`config.mk`:
```
export PLATFORM = sky130hd
export DESIGN_NAME = spi_arbiter
export DESIGN_NICKNAME = d
export VERILOG_FILES = /design/src/rtl/spi_arb_pkg.sv /design/src/rtl/spi_rr_picker.sv /design/src/rtl/spi_arbiter.sv
export SDC_FILE = /design/constraint.sdc
export NUM_CORES = 1
export LEC_CHECK = 0
export ABC_AREA = 1
export CAP_MARGIN = 5
export CORE_MARGIN = 3
export CORE_UTILIZATION = 45
export DETAILED_ROUTE_END_ITERATION = 8
export PLACE_DENSITY = 0.77
export SYNTH_ARGS = -nofsm -noshare
export SYNTH_HDL_FRONTEND = slang
export SYNTH_SLANG_ARGS = --single-unit
export TNS_END_PERCENT = 20
```
`constraint.sdc`:
```
create_clock -name clk -period 3.45 [get_ports clk]
set_clock_uncertainty 0.2 [all_clocks]
set_input_delay 0.345 -clock clk [delete_from_list [all_inputs] [get_ports clk]]
set_output_delay 0.345 -clock clk [all_outputs]
set_load 0.005 [all_outputs]
```
`src/rtl/spi_arb_pkg.sv`:
```
// Shared types and the round-robin search helper for the SPI arbiter.
package spi_arb_pkg;

   localparam int unsigned MAX_REQ = 8;

   typedef enum logic [1:0] {IDLE, RUN, RESP, GAP} arb_state_t;

   typedef struct packed {
      logic        found;
      int unsigned idx;
   } pick_t;

   // Scanning ptr, ptr+1, ... with wrap is the same as rotate, priority-encode, un-rotate.
   function automatic pick_t rr_pick(input logic [MAX_REQ-1:0] req,
                                     input int unsigned        ptr,
                                     input int unsigned        n);
      pick_t       p;
      int unsigned j;
      p.found = 1'b0;
      p.idx   = 0;
      for (int unsigned k = 0; k < MAX_REQ; k++) begin
         j = ptr + k;
         if (j >= n) j = j - n;
         if (k < n && !p.found && req[j[2:0]]) begin
            p.found = 1'b1;
            p.idx   = j;
         end
      end
      return p;
   endfunction

endpackage

```
`src/rtl/spi_rr_picker.sv`:
```
// Combinational round-robin picker: first set request at or after ptr_i, with wrap.
module spi_rr_picker
   import spi_arb_pkg::*;
#(
   parameter  int unsigned NUM_REQ = 4,
   localparam int unsigned IDXW    = (NUM_REQ > 1) ? $clog2(NUM_REQ) : 1
) (
   input  logic [NUM_REQ-1:0] req_i,
   input  logic [IDXW-1:0]    ptr_i,
   output logic [IDXW-1:0]    idx_o,
   output logic               found_o
);

   pick_t pick;

   always_comb begin
      pick = rr_pick(MAX_REQ'(req_i), 32'(ptr_i), NUM_REQ);
   end

   assign idx_o   = IDXW'(pick.idx);
   assign found_o = pick.found;

endmodule

```
`src/rtl/spi_arbiter.sv`:
```
// Round-robin arbiter sharing one SPI driver between NUM_REQ requesters.
// Define SPI_ARB_PRIO_EN to give requester 0 strict priority over the round-robin group.
module spi_arbiter
   import spi_arb_pkg::*;
#(
   parameter int unsigned NUM_REQ     = 4,
   parameter int unsigned TIMEOUT_CYC = 256,
   parameter int unsigned CS_GAP      = 4
) (
   input  logic                   clk,
   input  logic                   rst,
   input  logic [NUM_REQ-1:0]     req,
   input  logic [NUM_REQ*8-1:0]   req_data,
   output logic [NUM_REQ-1:0]     ack,
   output logic [NUM_REQ-1:0]     rsp_valid,
   output logic [7:0]             rsp_data,
   output logic                   rsp_err,
   output logic                   drv_start,
   output logic [7:0]             drv_data,
   input  logic                   drv_done,
   input  logic [7:0]             drv_rdata,
   output logic [NUM_REQ-1:0]     cs_sel,
   output logic                   busy
);

   localparam int unsigned IDXW = (NUM_REQ > 1) ? $clog2(NUM_REQ) : 1;
   localparam int unsigned WDW  = (TIMEOUT_CYC > 1) ? $clog2(TIMEOUT_CYC) : 1;
   localparam int unsigned GW   = (CS_GAP > 1) ? $clog2(CS_GAP) : 1;

   arb_state_t          state_q, state_d;
   logic [IDXW-1:0]     rr_q, rr_d, idx_q, idx_d;
   logic [WDW-1:0]      wd_q, wd_d;
   logic [GW-1:0]       gap_q, gap_d;
   logic [NUM_REQ-1:0]  ack_q, ack_d, rspv_q, rspv_d, cs_q, cs_d;
   logic [7:0]          rsp_data_q, rsp_data_d, drv_data_q, drv_data_d;
   logic                rsp_err_q, rsp_err_d, start_q, start_d, busy_q, busy_d;

   logic [NUM_REQ-1:0]  pick_req;
   logic [IDXW-1:0]     pick_idx, win;
   logic                pick_found, win_found, rr_adv;

`ifdef SPI_ARB_PRIO_EN
   // Requester 0 bypasses the rotation; the pointer only tracks requesters 1..N-1.
   assign pick_req  = req & ~NUM_REQ'(1);
   assign win_found = req[0] | pick_found;
   assign win       = req[0] ? '0 : pick_idx;
   assign rr_adv    = (idx_q != '0);
`else
   assign pick_req  = req;
   assign win_found = pick_found;
   assign win       = pick_idx;
   assign rr_adv    = 1'b1;
`endif

   spi_rr_picker #(.NUM_REQ(NUM_REQ)) u_pick (
      .req_i   (pick_req),
      .ptr_i   (rr_q),
      .idx_o   (pick_idx),
      .found_o (pick_found)
   );

   always_comb begin
      state_d    = state_q;
      rr_d       = rr_q;
      idx_d      = idx_q;
      wd_d       = wd_q;
      gap_d      = gap_q;
      ack_d      = '0;
      rspv_d     = '0;
      start_d    = 1'b0;
      cs_d       = cs_q;
      rsp_data_d = rsp_data_q;
      rsp_err_d  = rsp_err_q;
      drv_data_d = drv_data_q;
      case (state_q)
         IDLE: begin
            if (win_found) begin
               idx_d      = win;
               ack_d      = NUM_REQ'(1) << win;
               cs_d       = NUM_REQ'(1) << win;
               start_d    = 1'b1;
               drv_data_d = req_data[32'(win)*8 +: 8];
               wd_d       = '0;
               state_d    = RUN;
            end
         end
         RUN: begin
            if (drv_done) begin
               rsp_data_d = drv_rdata;
               rsp_err_d  = 1'b0;
               rspv_d     = NUM_REQ'(1) << idx_q;
               cs_d       = '0;
               state_d    = RESP;
            end else if (wd_q == WDW'(TIMEOUT_CYC - 1)) begin
               rsp_data_d = '0;
               rsp_err_d  = 1'b1;
               rspv_d     = NUM_REQ'(1) << idx_q;
               cs_d       = '0;
               state_d    = RESP;
            end else begin
               wd_d = wd_q + 1'b1;
            end
         end
         RESP: begin
            if (rr_adv) rr_d = (idx_q == IDXW'(NUM_REQ - 1)) ? '0 : idx_q + 1'b1;
            gap_d   = '0;
            state_d = GAP;
         end
         GAP: begin
            if (gap_q == GW'(CS_GAP - 1)) state_d = IDLE;
            else                          gap_d   = gap_q + 1'b1;
         end
         default: state_d = IDLE;
      endcase
      busy_d = (state_d != IDLE);
   end

   always_ff @(posedge clk or posedge rst) begin
      if (rst) begin
         state_q    <= IDLE;
         rr_q       <= '0;
         idx_q      <= '0;
         wd_q       <= '0;
         gap_q      <= '0;
         ack_q      <= '0;
         rspv_q     <= '0;
         cs_q       <= '0;
         rsp_data_q <= '0;
         rsp_err_q  <= 1'b0;
         drv_data_q <= '0;
         start_q    <= 1'b0;
         busy_q     <= 1'b0;
      end else begin
         state_q    <= state_d;
         rr_q       <= rr_d;
         idx_q      <= idx_d;
         wd_q       <= wd_d;
         gap_q      <= gap_d;
         ack_q      <= ack_d;
         rspv_q     <= rspv_d;
         cs_q       <= cs_d;
         rsp_data_q <= rsp_data_d;
         rsp_err_q  <= rsp_err_d;
         drv_data_q <= drv_data_d;
         start_q    <= start_d;
         busy_q     <= busy_d;
      end
   end

   assign ack       = ack_q;
   assign rsp_valid = rspv_q;
   assign rsp_data  = rsp_data_q;
   assign rsp_err   = rsp_err_q;
   assign drv_start = start_q;
   assign drv_data  = drv_data_q;
   assign cs_sel    = cs_q;
   assign busy      = busy_q;

endmodule

```
# Yosys cells after proc, flatten, opt, wreduce, memory -nomap -nowiden
# Index checks and enable logic that the tools add are counted.
dict set report classes {
  order_cmp 8
  n_mux 43
  n_reduce_logical 16
  n_eq_ne 11
  n_addsub 10
  shift 3
}
# operator n
set op_table {}
lappend op_table {{33-bit 2-to-1 mux} 4}
lappend op_table {{32-bit 2-to-1 mux} 4}
lappend op_table {{32-bit by 3-bit >= comparator with 1-bit output (second input constant)} 3}
lappend op_table {{32-bit by 3-bit subtractor with 32-bit output (second input constant)} 3}
lappend op_table {{8-bit 2-to-1 mux} 5}
lappend op_table {{4-bit 2-to-1 mux} 8}
lappend op_table {{32-bit by 6-bit indexed part select with 8-bit output} 1}
lappend op_table {{3-bit by 4-bit < comparator with 1-bit output (second input constant)} 4}
lappend op_table {{8-bit one-hot mux with 2 select lines} 1}
lappend op_table {{1-bit binary-select mux with 3-bit select} 4}
lappend op_table {{2-bit 2-to-1 mux} 6}
lappend op_table {{8-bit by 1-bit adder with 8-bit output (second input constant)} 1}
lappend op_table {{2-bit == test (second input constant)} 4}
lappend op_table {{8-bit == test (second input constant)} 1}
lappend op_table {{1-bit 2-to-1 mux} 8}
lappend op_table {{2-bit one-hot mux with 4 select lines} 1}
lappend op_table {{4-bit one-hot mux with 2 select lines} 1}
lappend op_table {{2-bit nonzero test} 4}
lappend op_table {{1-bit by 2-bit left shift with 4-bit output (first input constant)} 2}
lappend op_table {{2-bit by 2-bit adder with 3-bit output (second input constant)} 2}
lappend op_table {{2-bit inequality test (second input constant)} 3}
lappend op_table {{2-bit AND reduction} 3}
lappend op_table {{2-bit by 1-bit adder with 2-bit output (second input constant)} 2}
lappend op_table {{2-bit one-hot mux with 2 select lines} 1}
lappend op_table {{11 further kinds} 15}
dict set report word_totals {
  ff_bits 47
  output_inout_bits 31
}

# Depth between registers and ports, before layout
# Gate-level depths: netlist of run 1.
dict set report logic_depth {
  word_depth 17
  depth_mapped 16
}

# Modules after synthesis
# A second synthesis of run 1 with hierarchy kept.
dict set report unflattened {
  hier_cells 335
  hier_area_um2 2522.4
}
# module area_per_inst_um2 instances seq_area_each_um2 cells_per_inst
set modules_own_cells {}
lappend modules_own_cells {spi_arbiter 2245.9 1 1176.1 276}
lappend modules_own_cells {spi_rr_picker 276.5 1 0.0 59}

# Least setup slack after synthesis of run 1
# OpenSTA, ideal clock, no wires.
dict set report synth_timing {
  path_kind {flip-flop to flip-flop}
  start {register wd_q[0]}
  end {register cs_q[2] (netlist: cs_sel[2])}
  required_ps 3129
  setup_slack_ps 1516
  setup_ps 121
  path_stages_with_launch 10
  t_arrival_ps 1612
  n_path_buf 1
  cell_sequence {dfrtp_1 ha_1 nand2_1 nor3_1 nand4_1 o21ai_0 clkinv_1 buf_2 nand3_1 o21ai_1}
}
dict set report synth_between {
  elab_chain_len 3
}
# element line_no
set synth_rtl {}
lappend synth_rtl {{from (decl)} spi_arbiter.sv:32} ;# logic [WDW-1:0] wd_q, wd_d;
lappend synth_rtl {{from (signal assigned)} spi_arbiter.sv:137} ;# wd_q <= wd_d;
lappend synth_rtl {{8-bit == test} spi_arbiter.sv:94} ;# end else if (wd_q == WDW'(TIMEOUT_CYC - 1)) begin
lappend synth_rtl {{3-bit inequality test (no source line)} n/a}
lappend synth_rtl {{3-bit AND reduction (no source line)} n/a}
lappend synth_rtl {{to (signal assigned)} spi_arbiter.sv:141} ;# cs_q <= cs_d;
lappend synth_rtl {{to (decl)} spi_arbiter.sv:34} ;# logic [NUM_REQ-1:0] ack_q, ack_d, rspv_q, rspv_d, cs_q, cs_d;
# Every way passes these cells.
# A chain may end at the register's enable or synchronous reset.

# Worst setup path in the final report of run 1
dict set report layout_timing {
  start {register rr_q[0]}
  end {register idx_q[1]}
}
dict set report layout_between {
  elab_chain_len 15
  word_cells_on_any_way 34
}
# element line_no
set layout_rtl {}
lappend layout_rtl {{from (decl)} spi_arbiter.sv:31} ;# logic [IDXW-1:0] rr_q, rr_d, idx_q, idx_d;
lappend layout_rtl {{from (signal assigned)} spi_arbiter.sv:135} ;# rr_q <= rr_d;
lappend layout_rtl {{branches (longest 13 deep; another with 32-bit by 3-bit subtractor with 32-bit output)} n/a}
lappend layout_rtl {{33-bit 2-to-1 mux *} spi_arb_pkg.sv:24} ;# if (k < n && !p.found && req[j[2:0]]) begin
lappend layout_rtl {{2-bit AND reduction (no source line)} n/a}
lappend layout_rtl {{to (signal assigned)} spi_arbiter.sv:136} ;# idx_q <= idx_d;
lappend layout_rtl {{to (decl)} spi_arbiter.sv:31}
# Mark *: on every way between the ends. The select of a mux whose other input is x is not followed.

==> out/qor.yml, run 1 <==
status: "complete, no violations"
ys_ff_latch: 47
whs_ns: 0.292
grt_antenna_before_repair: 0
cts_setup_buffers: 0
rsz0062_at_grt: "false"
syn_inst: 325
drive_gt1_share_pct: 8.21
drt_iter0_drc: 82
dieArea_um2: 6640
yosysUniqueCellTypes: 30
clkSinkCount: 47
clk_latency_ns: 0.29
hold_buffers: 0
first_global_vias: 2248
grt_pass1_wl_mm: 9.56
endpoint_kind: "flop"
setup_violations: 0
period_minus_slack_ns: 2.56
path_class: "reg -> reg"
ys_warn_count: 0
worstHoldPathType: "reg -> reg"
dpl.hpwl_mm: 4.29
fin_util_pct: 65.0
globalplace.congestion: 0.810
grt_max_degree: 48
vias: 2308
max_clock_freq_mhz: 391
cts_tree: "done"
io_buffers: 77
crit_required_ns: 3.42
first_pass_iters: 4
startpoint_type: "flop"
worst_slack_ns: 0.895
cellLeakagePower_nw: 1.69
max_cap_violations: 0
setup_tns_ns: 0
core-area_um2: 5300
final_hold_viol_count: 0
pwr_density_cell_nw_per_um2: 859
tightest_slew_ns: 0.936
synth-edff-count: 0
cts_root_buffer: "clkbuf_8"
cts_made_buffers: 5
rows: 26
clk_pin_slew_ns: 0.08
slew_headroom_pct: 37.5
avgViaCountPerCell: 4.89
synth_top_area_share_pct: 45.9
synthArstFlopShare_pct: 100
crit_path_max_fanout: 15
die_h_um: 81.5
layout_common_cells: "121 x nand2_1, 77 x clkdlybuf4s50_1, 47 x dfrtp_1"
slew_viol_final: 0
placed_cell_area_um2: 3360
overflow: 0
antenna_left: 0
fin_area_um2: 3450
dieWidth_um: 81.5
route.detailed.drc: 0
syn_area_per_cell_um2: 7.89
num-nets-final: 454
layout_commonest_cell: "nand2_1"
synth_fp_nets: 378
dp_slack_ns: 0.869
wl_mm: 5.58
cts-resized-gates: 0
initial_core_util_pct: 48.3
period_share_pct: 74.1
clockBufferDepth: 2
yosysSeqAreaShare_pct: 45.9
synth_area_leaders: "dfrtp_1 46%, nand2_1 18%, nand3_1 6.1%"
synth_largest_area_cell: "dfrtp_1"
arrival_ns: 2.53
ios: 78
area_growth_syn_to_layout_pct: 34.4
cts-htree-levels: 2
ir_worst_vdd_mv: 0.507
antennaDiodeCount: 0
synth_area_um2: 2560
grt.total_usage_pct: 18.2
wl_per_cell_um: 11.8
ys.flop_type: "dfrtp_1"
## where the power goes
group	switching (W)	internal, W
Sequential	0.000140	0.000747
Clock	0.000173	0.000142
Combinational	0.00103	0.000727
Total	0.00134	0.00162
## kinds of logic after synthesis
kind of cell    after synthesis  synth area share (%)
flops                        47                  45.9
mux                           1                 0.439
buf+inv                      41                  7.37
simple gates                195                  34.3
compound gates               32                  8.10
fa+ha+maj                     6                  2.93
xor+xnor                      3                  1.03
## stage by stage
| stage | power (W) | instances |
|---|---|---|
| after floorplan | 0.00217 | 325 |
| after global placement | 0.00265 | 464 |
| after detailed placement | 0.00267 | 464 |
| after CTS | 0.00299 | 472 |
| after global routing | 0.00328 | 472 |
| final | 0.00296 | 472 |
## cell usage after synthesis (2+ instances only)
master / count
nor2_4: 2
dfrtp_1: 47
ha_1: 6
buf_2: 4
a22o_1: 9
inv_2: 2
buf_4: 2
buf_6: 3
nand2_1: 121
xor2_1: 3
a21oi_1: 4
nor3_1: 2
o21ai_2: 2
o21ai_0: 11
o21ai_1: 4
nand4_1: 5
nand3_1: 31
inv_1: 29
nor2_1: 17
nand2_2: 10
nand2_4: 2
## path summary, 6_finish.rpt
check                      slack [ns]                 endpoint                     from  depth (start not counted)
setup / recovery                 0.89     idx_q[1]$_DFFE_PP0P_      rr_q[0]$_DFFE_PP0P_                         12
hold / removal                   0.29  drv_data[3]$_DFFE_PP0P_  drv_data[3]$_DFFE_PP0P_                          2
setup reg to reg                 0.89     idx_q[1]$_DFFE_PP0P_      rr_q[0]$_DFFE_PP0P_                         12
hold reg to reg                  0.29  drv_data[3]$_DFFE_PP0P_  drv_data[3]$_DFFE_PP0P_                          2
max in group asynchronous        2.10     state_q[0]$_DFF_PP0_                      rst                          2
min in group asynchronous        0.38  rsp_data[0]$_DFFE_PP0P_                      rst                          2
## state kept, by name, summed over array words and instances (netlist names), 4 cells and up
| name | cells |
|---|---|
| wd_q | 8 |
| drv_data | 8 |
| cs_sel | 4 |
| ack | 4 |
| rsp_valid | 4 |
| rsp_data | 8 |
## cell type report
type	instances	area (µm²)
Fill cell	475	1860
Multi-Input combinational cell	237	1200
Sequential cell	47	1180
Timing Repair Buffer	78	778
Inverter	32	120
Tap cell	70	87.6
Clock buffer	6	72.6
Clock inverter	2	12.5
## layer usage
layer	track usage, %	vias up	share of wire [%]
li1	-	1191	-
met1	22.8	1034	45
met2	30.5	78	45
met3	5.59	5	9.1
met4	4.56	0	0.79
met5	0	-	0
## worst max-delay path, cell delays in order (launching register included)
cell	delay [ns]
dfrtp_1	0.63
inv_2	0.17
nand2_1	0.11
nand2_2	0.10
nand2_1	0.07
nand2_1	0.08
nor2_4	0.13
nand4_1	0.10
nand2_1	0.19
buf_4	0.23
inv_1	0.19
nand2_1	0.15
o21ai_0	0.09
(Power assumes the default switching activity.)
==> run 2, diff against run 1 <==
Clock period 3.45 ns to 2.6 ns, I/O delays scaled along.
==> run 2 against run 1 <==
Total power is 34% higher; wire length is 1.9% higher; fmax is 12% higher; sequential share of layout area is 0.27 points lower; cell area is 0.91% higher; worst hold slack worse by 0.070 ns; final cell count is 0.85% higher; first-iteration DRC count is 18% lower; utilization is 0.59 points higher; critical path depth is 2 higher; critical path type unchanged; critical endpoint is now drv_data[3]$_DFFE_PP0P_; largest cell class unchanged; highest routed layer unchanged.
==> out/qor.yml, run 2 (synthesized netlist as in run 1, its figures left out) <==
vias: 2352  # +1.9%
whs_ns: 0.222  # -0.0698 ns
max_cap_violations: 0  # unchanged
setup_tns_ns: 0  # unchanged
cts_made_buffers: 5  # unchanged
pwr_density_cell_nw_per_um2: 1140  # +33%
cts_setup_buffers: 0  # unchanged
cts-htree-levels: 2  # unchanged
worstPathCellList: "inv_2, nand2_1, nand3_2, nand2_2, nor2_4, nand3_4, nand2_4, nand2_4, nand2_1, nand2_1, nand2_1, nand2_1, nand2_1, nand2_1"
layout_common_cells: "121 x nand2_1, 77 x clkdlybuf4s50_1, 46 x dfrtp_1"
critPathSlowestCell: "dfrtp_2"
wl_per_cell_um: 11.9  # +1.0%
area_growth_syn_to_layout_pct: 35.6
grt.total_usage_pct: 18.8  # +0.62 points
worst_path_dominant_cell_family: "simple AND/OR/NAND/NOR gates"
io_buffers: 77  # unchanged
route.detailed.drc: 0  # unchanged
dieArea_um2: 6640  # unchanged
cts_root_buffer: "clkbuf_8"
clk_pin_slew_ns: 0.09  # about the same
startpoint_type: "flop"
critPathBufInv: 1  # -2
layout_commonest_cell: "nand2_1"
overflow: 0  # unchanged
ios: 78  # unchanged
crit_path_max_fanout: 23  # +8
die_h_um: 81.5  # unchanged
ir_worst_vdd_mv: 0.602  # +19%
drt_iter0_drc: 67  # -18%
setup_violations: 0  # unchanged
arrival_ns: 2.28  # -0.25 ns
final_hold_viol_count: 0  # unchanged
cts_tree: "done"
cellLeakagePower_nw: 1.71  # +1.1%
clkSinkCount: 47  # unchanged
path_class: "reg -> reg"
rows: 26  # unchanged
period_minus_slack_ns: 2.28  # -0.272 ns
antennaDiodeCount: 0  # unchanged
cpPeakStageDelay_ns: 0.51  # -0.12 ns
grt_pass1_wl_mm: 9.92  # +3.7%
multiInputGateArea_um2: 1200  # unchanged
globalplace.congestion: 0.807  # -0.42%
crit_top_cell: "nand2_1"
drive_gt1_share_pct: 9.61  # +1.4 points
clk_latency_ns: 0.30  # about the same
slew_headroom_pct: 46.8  # +9.3 points
busiest_layer: "met2"
dp_slack_ns: 0.217  # -0.652 ns
dpl.hpwl_mm: 4.38  # +2.2%
clockBufferDepth: 2  # unchanged
grtUsageMet1_pct: 24.9  # +2.1 points
period_share_pct: 87.8  # +14 points
stdcell_count: 476  # +0.85%
worst_slack_ns: 0.316  # -0.578 ns
grt_use_met3_pct: 4.61  # -0.99 points
core-area_um2: 5300  # unchanged
dp_cells: 468  # +0.86%
initial_core_util_pct: 48.3  # unchanged
wl_mm: 5.68  # +1.9%
dieWidth_um: 81.5  # unchanged
first_global_vias: 2328  # +3.6%
tightest_slew_ns: 0.797  # -0.139 ns
status: "complete, no violations"
endpoint_kind: "flop"
crit_required_ns: 2.59  # -0.83 ns
max_clock_freq_mhz: 438  # +12%
fillers: 442  # -6.9%
rsz0062_at_grt: "false"
antenna_left: 0  # unchanged
worstHoldPathType: "in -> async"
first_pass_iters: 4  # unchanged
grt_max_degree: 41  # -15%
p_total_w: 0.00397  # +34%
grt_antenna_before_repair: 0  # unchanged
ff_latch_area_um2: 1180  # +0.11%
avgViaCountPerCell: 4.94  # +1.1%
slew_viol_final: 0  # unchanged
grt_util_met2_pct: 30.7  # +0.16 points
num-nets-final: 458  # +0.88%
-- run 2: changes by cell type in the layout (fill, tap and decap cells not counted), sizes merged --
| cell | before | now |
|---|---|---|
| buf | 1 | 5 |
| clkinv | 2 | 1 |
| inv | 31 | 32 |
-- run 2: area by class of cell --
| cell class | instances | area share (%) |
|---|---|---|
| Sequential cell | 47 | 33.9 |
| Clock buffer | 6 | 2.09 |
| Clock inverter | 2 | 0.360 |
| Inverter | 32 | 3.45 |
| Tap cell | 70 | 2.52 |
| Timing Repair Buffer | 82 | 23.2 |
| Multi-Input combinational cell | 237 | 34.5 |
-- run 2: final timing paths --
kind                            depth (start not counted)  slack, ns                       to               startpoint
worst max register to register                         14       0.32  drv_data[3]$_DFFE_PP0P_      rr_q[0]$_DFFE_PP0P_
worst max-delay path                                   14       0.32  drv_data[3]$_DFFE_PP0P_      rr_q[0]$_DFFE_PP0P_
worst min-delay path                                    2       0.22  rsp_data[4]$_DFFE_PP0P_                      rst
max in group asynchronous                               3       1.38      rr_q[0]$_DFFE_PP0P_                      rst
worst min register to register                          2       0.28  drv_data[0]$_DFFE_PP0P_  drv_data[0]$_DFFE_PP0P_
min in group clk                                        2       0.28  drv_data[0]$_DFFE_PP0P_  drv_data[0]$_DFFE_PP0P_
-- run 2: what timing repair did --
| item | in CTS | in global routing |
|---|---|---|
| endpoints found under the setup margin | 0 | 11 |
| hold buffers | 0 | 0 |
| gates resized for setup | 0 | 2 |
-- run 2: per-stage QoR --
stage          area (µm²)  utilization (%)
3_3_place_gp         3390             63.9
5_1_grt              3480             65.6
2_1_floorplan        2560                -
3_5_place_dp         3390             63.9
6_report             3480             65.6
4_1_cts              3480             65.5
-- run 2: where the power goes --
group / internal (W) / leakage [nW] / switching, W
Sequential: 0.000993 / 0.609 / 0.000178
Combinational: 0.000984 / 1.06 / 0.00139
Clock: 0.000188 / 0.0412 / 0.000238
Total: 0.00217 / 1.71 / 0.00181
-- run 2: per-layer routing --
metal  part of all wire [%]  vias to the layer above
met4                    1.4                        0
met3                    8.2                       11
li1                       -                     1196
met5                      0                        -
met2                     45                       82
met1                     46                     1063
==> run 3, diff against run 2 <==
Settings changed: CORE_UTILIZATION 45 to 25, PLACE_DENSITY 0.77 to unset.
==> run 3 against run 2 <==
Critical path depth down 6; final cell count grew 14%; die area is 73% higher; first-iteration DRC count increased by 100%; global-route usage is 7.4 points lower; largest cell class unchanged; highest routed layer unchanged.
==> out/qor.yml, run 3 (synthesized netlist as in run 1, its figures left out) <==
status: "complete, no violations"
endpoint_kind: "flop"
die_h_um: 107  # +32%
layout_commonest_cell: "nand2_1"
cts_made_buffers: 5  # unchanged
drive_gt1_share_pct: 10.0  # +0.39 points
grt_antenna_before_repair: 0  # unchanged
avgViaCountPerCell: 4.29  # -13%
fillers: 1010  # +130%
pwr_density_cell_nw_per_um2: 1140  # -0.28%
hold_buffers: 0  # unchanged
grt.total_usage_pct: 11.4  # -7.4 points
rsz0062_at_grt: "false"
io_buffers: 77  # unchanged
cts_setup_buffers: 0  # unchanged
tightest_slew_ns: 0.619  # -0.178 ns
ir_worst_vdd_mv: 0.471  # -22%
max_clock_freq_mhz: 443  # +1.2%
wl_mm: 6.35  # +12%
dpl.hpwl_mm: 5.02  # +14%
clk_pin_slew_ns: 0.09  # about the same
cpPeakStageDelay_ns: 0.42  # -0.09 ns
max_cap_violations: 0  # unchanged
final_hold_viol_count: 0  # unchanged
grt_pass1_wl_mm: 10.7  # +7.8%
layout_common_cells: "121 x nand2_1, 77 x clkdlybuf4s50_1, 47 x dfrtp_1"
cellLeakagePower_nw: 1.74  # +1.5%
clk_latency_ns: 0.30  # about the same
worstHoldPathType: "in -> async"
route.detailed.drc: 0  # unchanged
ios: 78  # unchanged
clkSinkCount: 47  # unchanged
arrival_ns: 2.24  # -0.04 ns
crit_path_max_fanout: 13  # -43%
slew_viol_final: 0  # unchanged
area_growth_syn_to_layout_pct: 40.2
dieWidth_um: 107  # +32%
drt_iter0_drc: 137  # +100%
crit_required_ns: 2.58  # about the same
worstPathCellList: "ha_1, nand2_1, nor3_1, nand4_1, o21ai_0, clkinv_1, buf_4, a22o_1"
vias: 2332  # -0.85%
cts_root_buffer: "clkbuf_8"
rows: 36  # +38%
period_minus_slack_ns: 2.26  # -0.0281 ns
dieArea_um2: 11500  # +73%
slew_headroom_pct: 58.6  # +12 points
cts_tree: "done"
cts-htree-levels: 2  # unchanged
startpoint_type: "flop"
first_global_vias: 2281  # -2.0%
first_pass_iters: 4  # unchanged
overflow: 0  # unchanged
num-nets-final: 462  # +0.87%
r2r_slack_ns: 0.34  # +0.03 ns
path_class: "reg -> reg"
setup_violations: 0  # unchanged
critPathSlowestCell: "dfrtp_1"
grt_max_degree: 26  # -37%
wl_per_cell_um: 11.7  # -2.0%
core-area_um2: 9860  # +86%
initial_core_util_pct: 26.0  # -22 points
whs_ns: 0.101  # -0.121 ns
cts-resized-gates: 0  # unchanged
period_share_pct: 86.7  # -1.1 points
antennaDiodeCount: 0  # unchanged
setup_tns_ns: 0  # unchanged
clockBufferDepth: 2  # unchanged
antenna_left: 0  # unchanged
globalplace.congestion: 0.808  # +0.12%
## run 3: layout make-up
class                           instances  area, µm²  area share, %
Multi-Input combinational cell        237       1200           33.3
Sequential cell                        47       1180           32.7
Timing Repair Buffer                   86        838           23.3
Tap cell                              133        166           4.63
Inverter                               32        120           3.34
Clock buffer                            7       86.3           2.40
Clock inverter                          1       8.76          0.244
## run 3: power breakdown
group / internal [W] / switching, W
registers: 0.000992 / 0.000177
clock network: 0.000218 / 0.000242
logic: 0.00103 / 0.00143
## run 3: worst paths after layout
| kind | start | endpoint | cells past startpoint |
|---|---|---|---|
| max | wd_q[0]$_DFFE_PP0P_ | rsp_data[4]$_DFFE_PP0P_ | 8 |
| min | rst | ack[3]$_DFF_PP0_ | 2 |
| max reg2reg | wd_q[0]$_DFFE_PP0P_ | rsp_data[4]$_DFFE_PP0P_ | 8 |
| min reg2reg | drv_data[2]$_DFFE_PP0P_ | drv_data[2]$_DFFE_PP0P_ | 2 |
| max in group asynchronous | rst | wd_q[5]$_DFFE_PP0P_ | 3 |
| min in group clk | drv_data[2]$_DFFE_PP0P_ | drv_data[2]$_DFFE_PP0P_ | 2 |
## run 3: metrics by stage
stage / util [%] / cell area, µm² / power, W / std cells / setup WS, ns
after floorplan: - / 2560 / 0.00288 / 325 / 0.666
after global placement: 35.5 / 3500 / 0.00365 / 535 / 0.341
after detailed placement: 35.5 / 3500 / 0.00368 / 535 / 0.300
after CTS: 36.4 / 3590 / 0.00415 / 543 / 0.348
after global routing: 36.4 / 3590 / 0.00452 / 543 / 0.104
final: 36.4 / 3590 / 0.00409 / 543 / 0.345
## run 3: layer usage
| layer | vias to the layer above | GRT usage (%) | routed length [µm] |
|---|---|---|---|
| met1 | 1052 | 15.9 | 3030 |
| met4 | 0 | 3.56 | 88 |
| met2 | 69 | 17.7 | 2890 |
| met3 | 7 | 2.40 | 353 |
| li1 | 1204 | - | - |
| met5 | - | 0 | 0 |
## run 3: critical path: cells and delay by family (launching register included)
kind	cells	cell delay (ns)
compound gates	2	0.32
buf+inv	2	0.46
flops	1	0.42
fa+ha+maj	1	0.21
simple gates	3	0.53
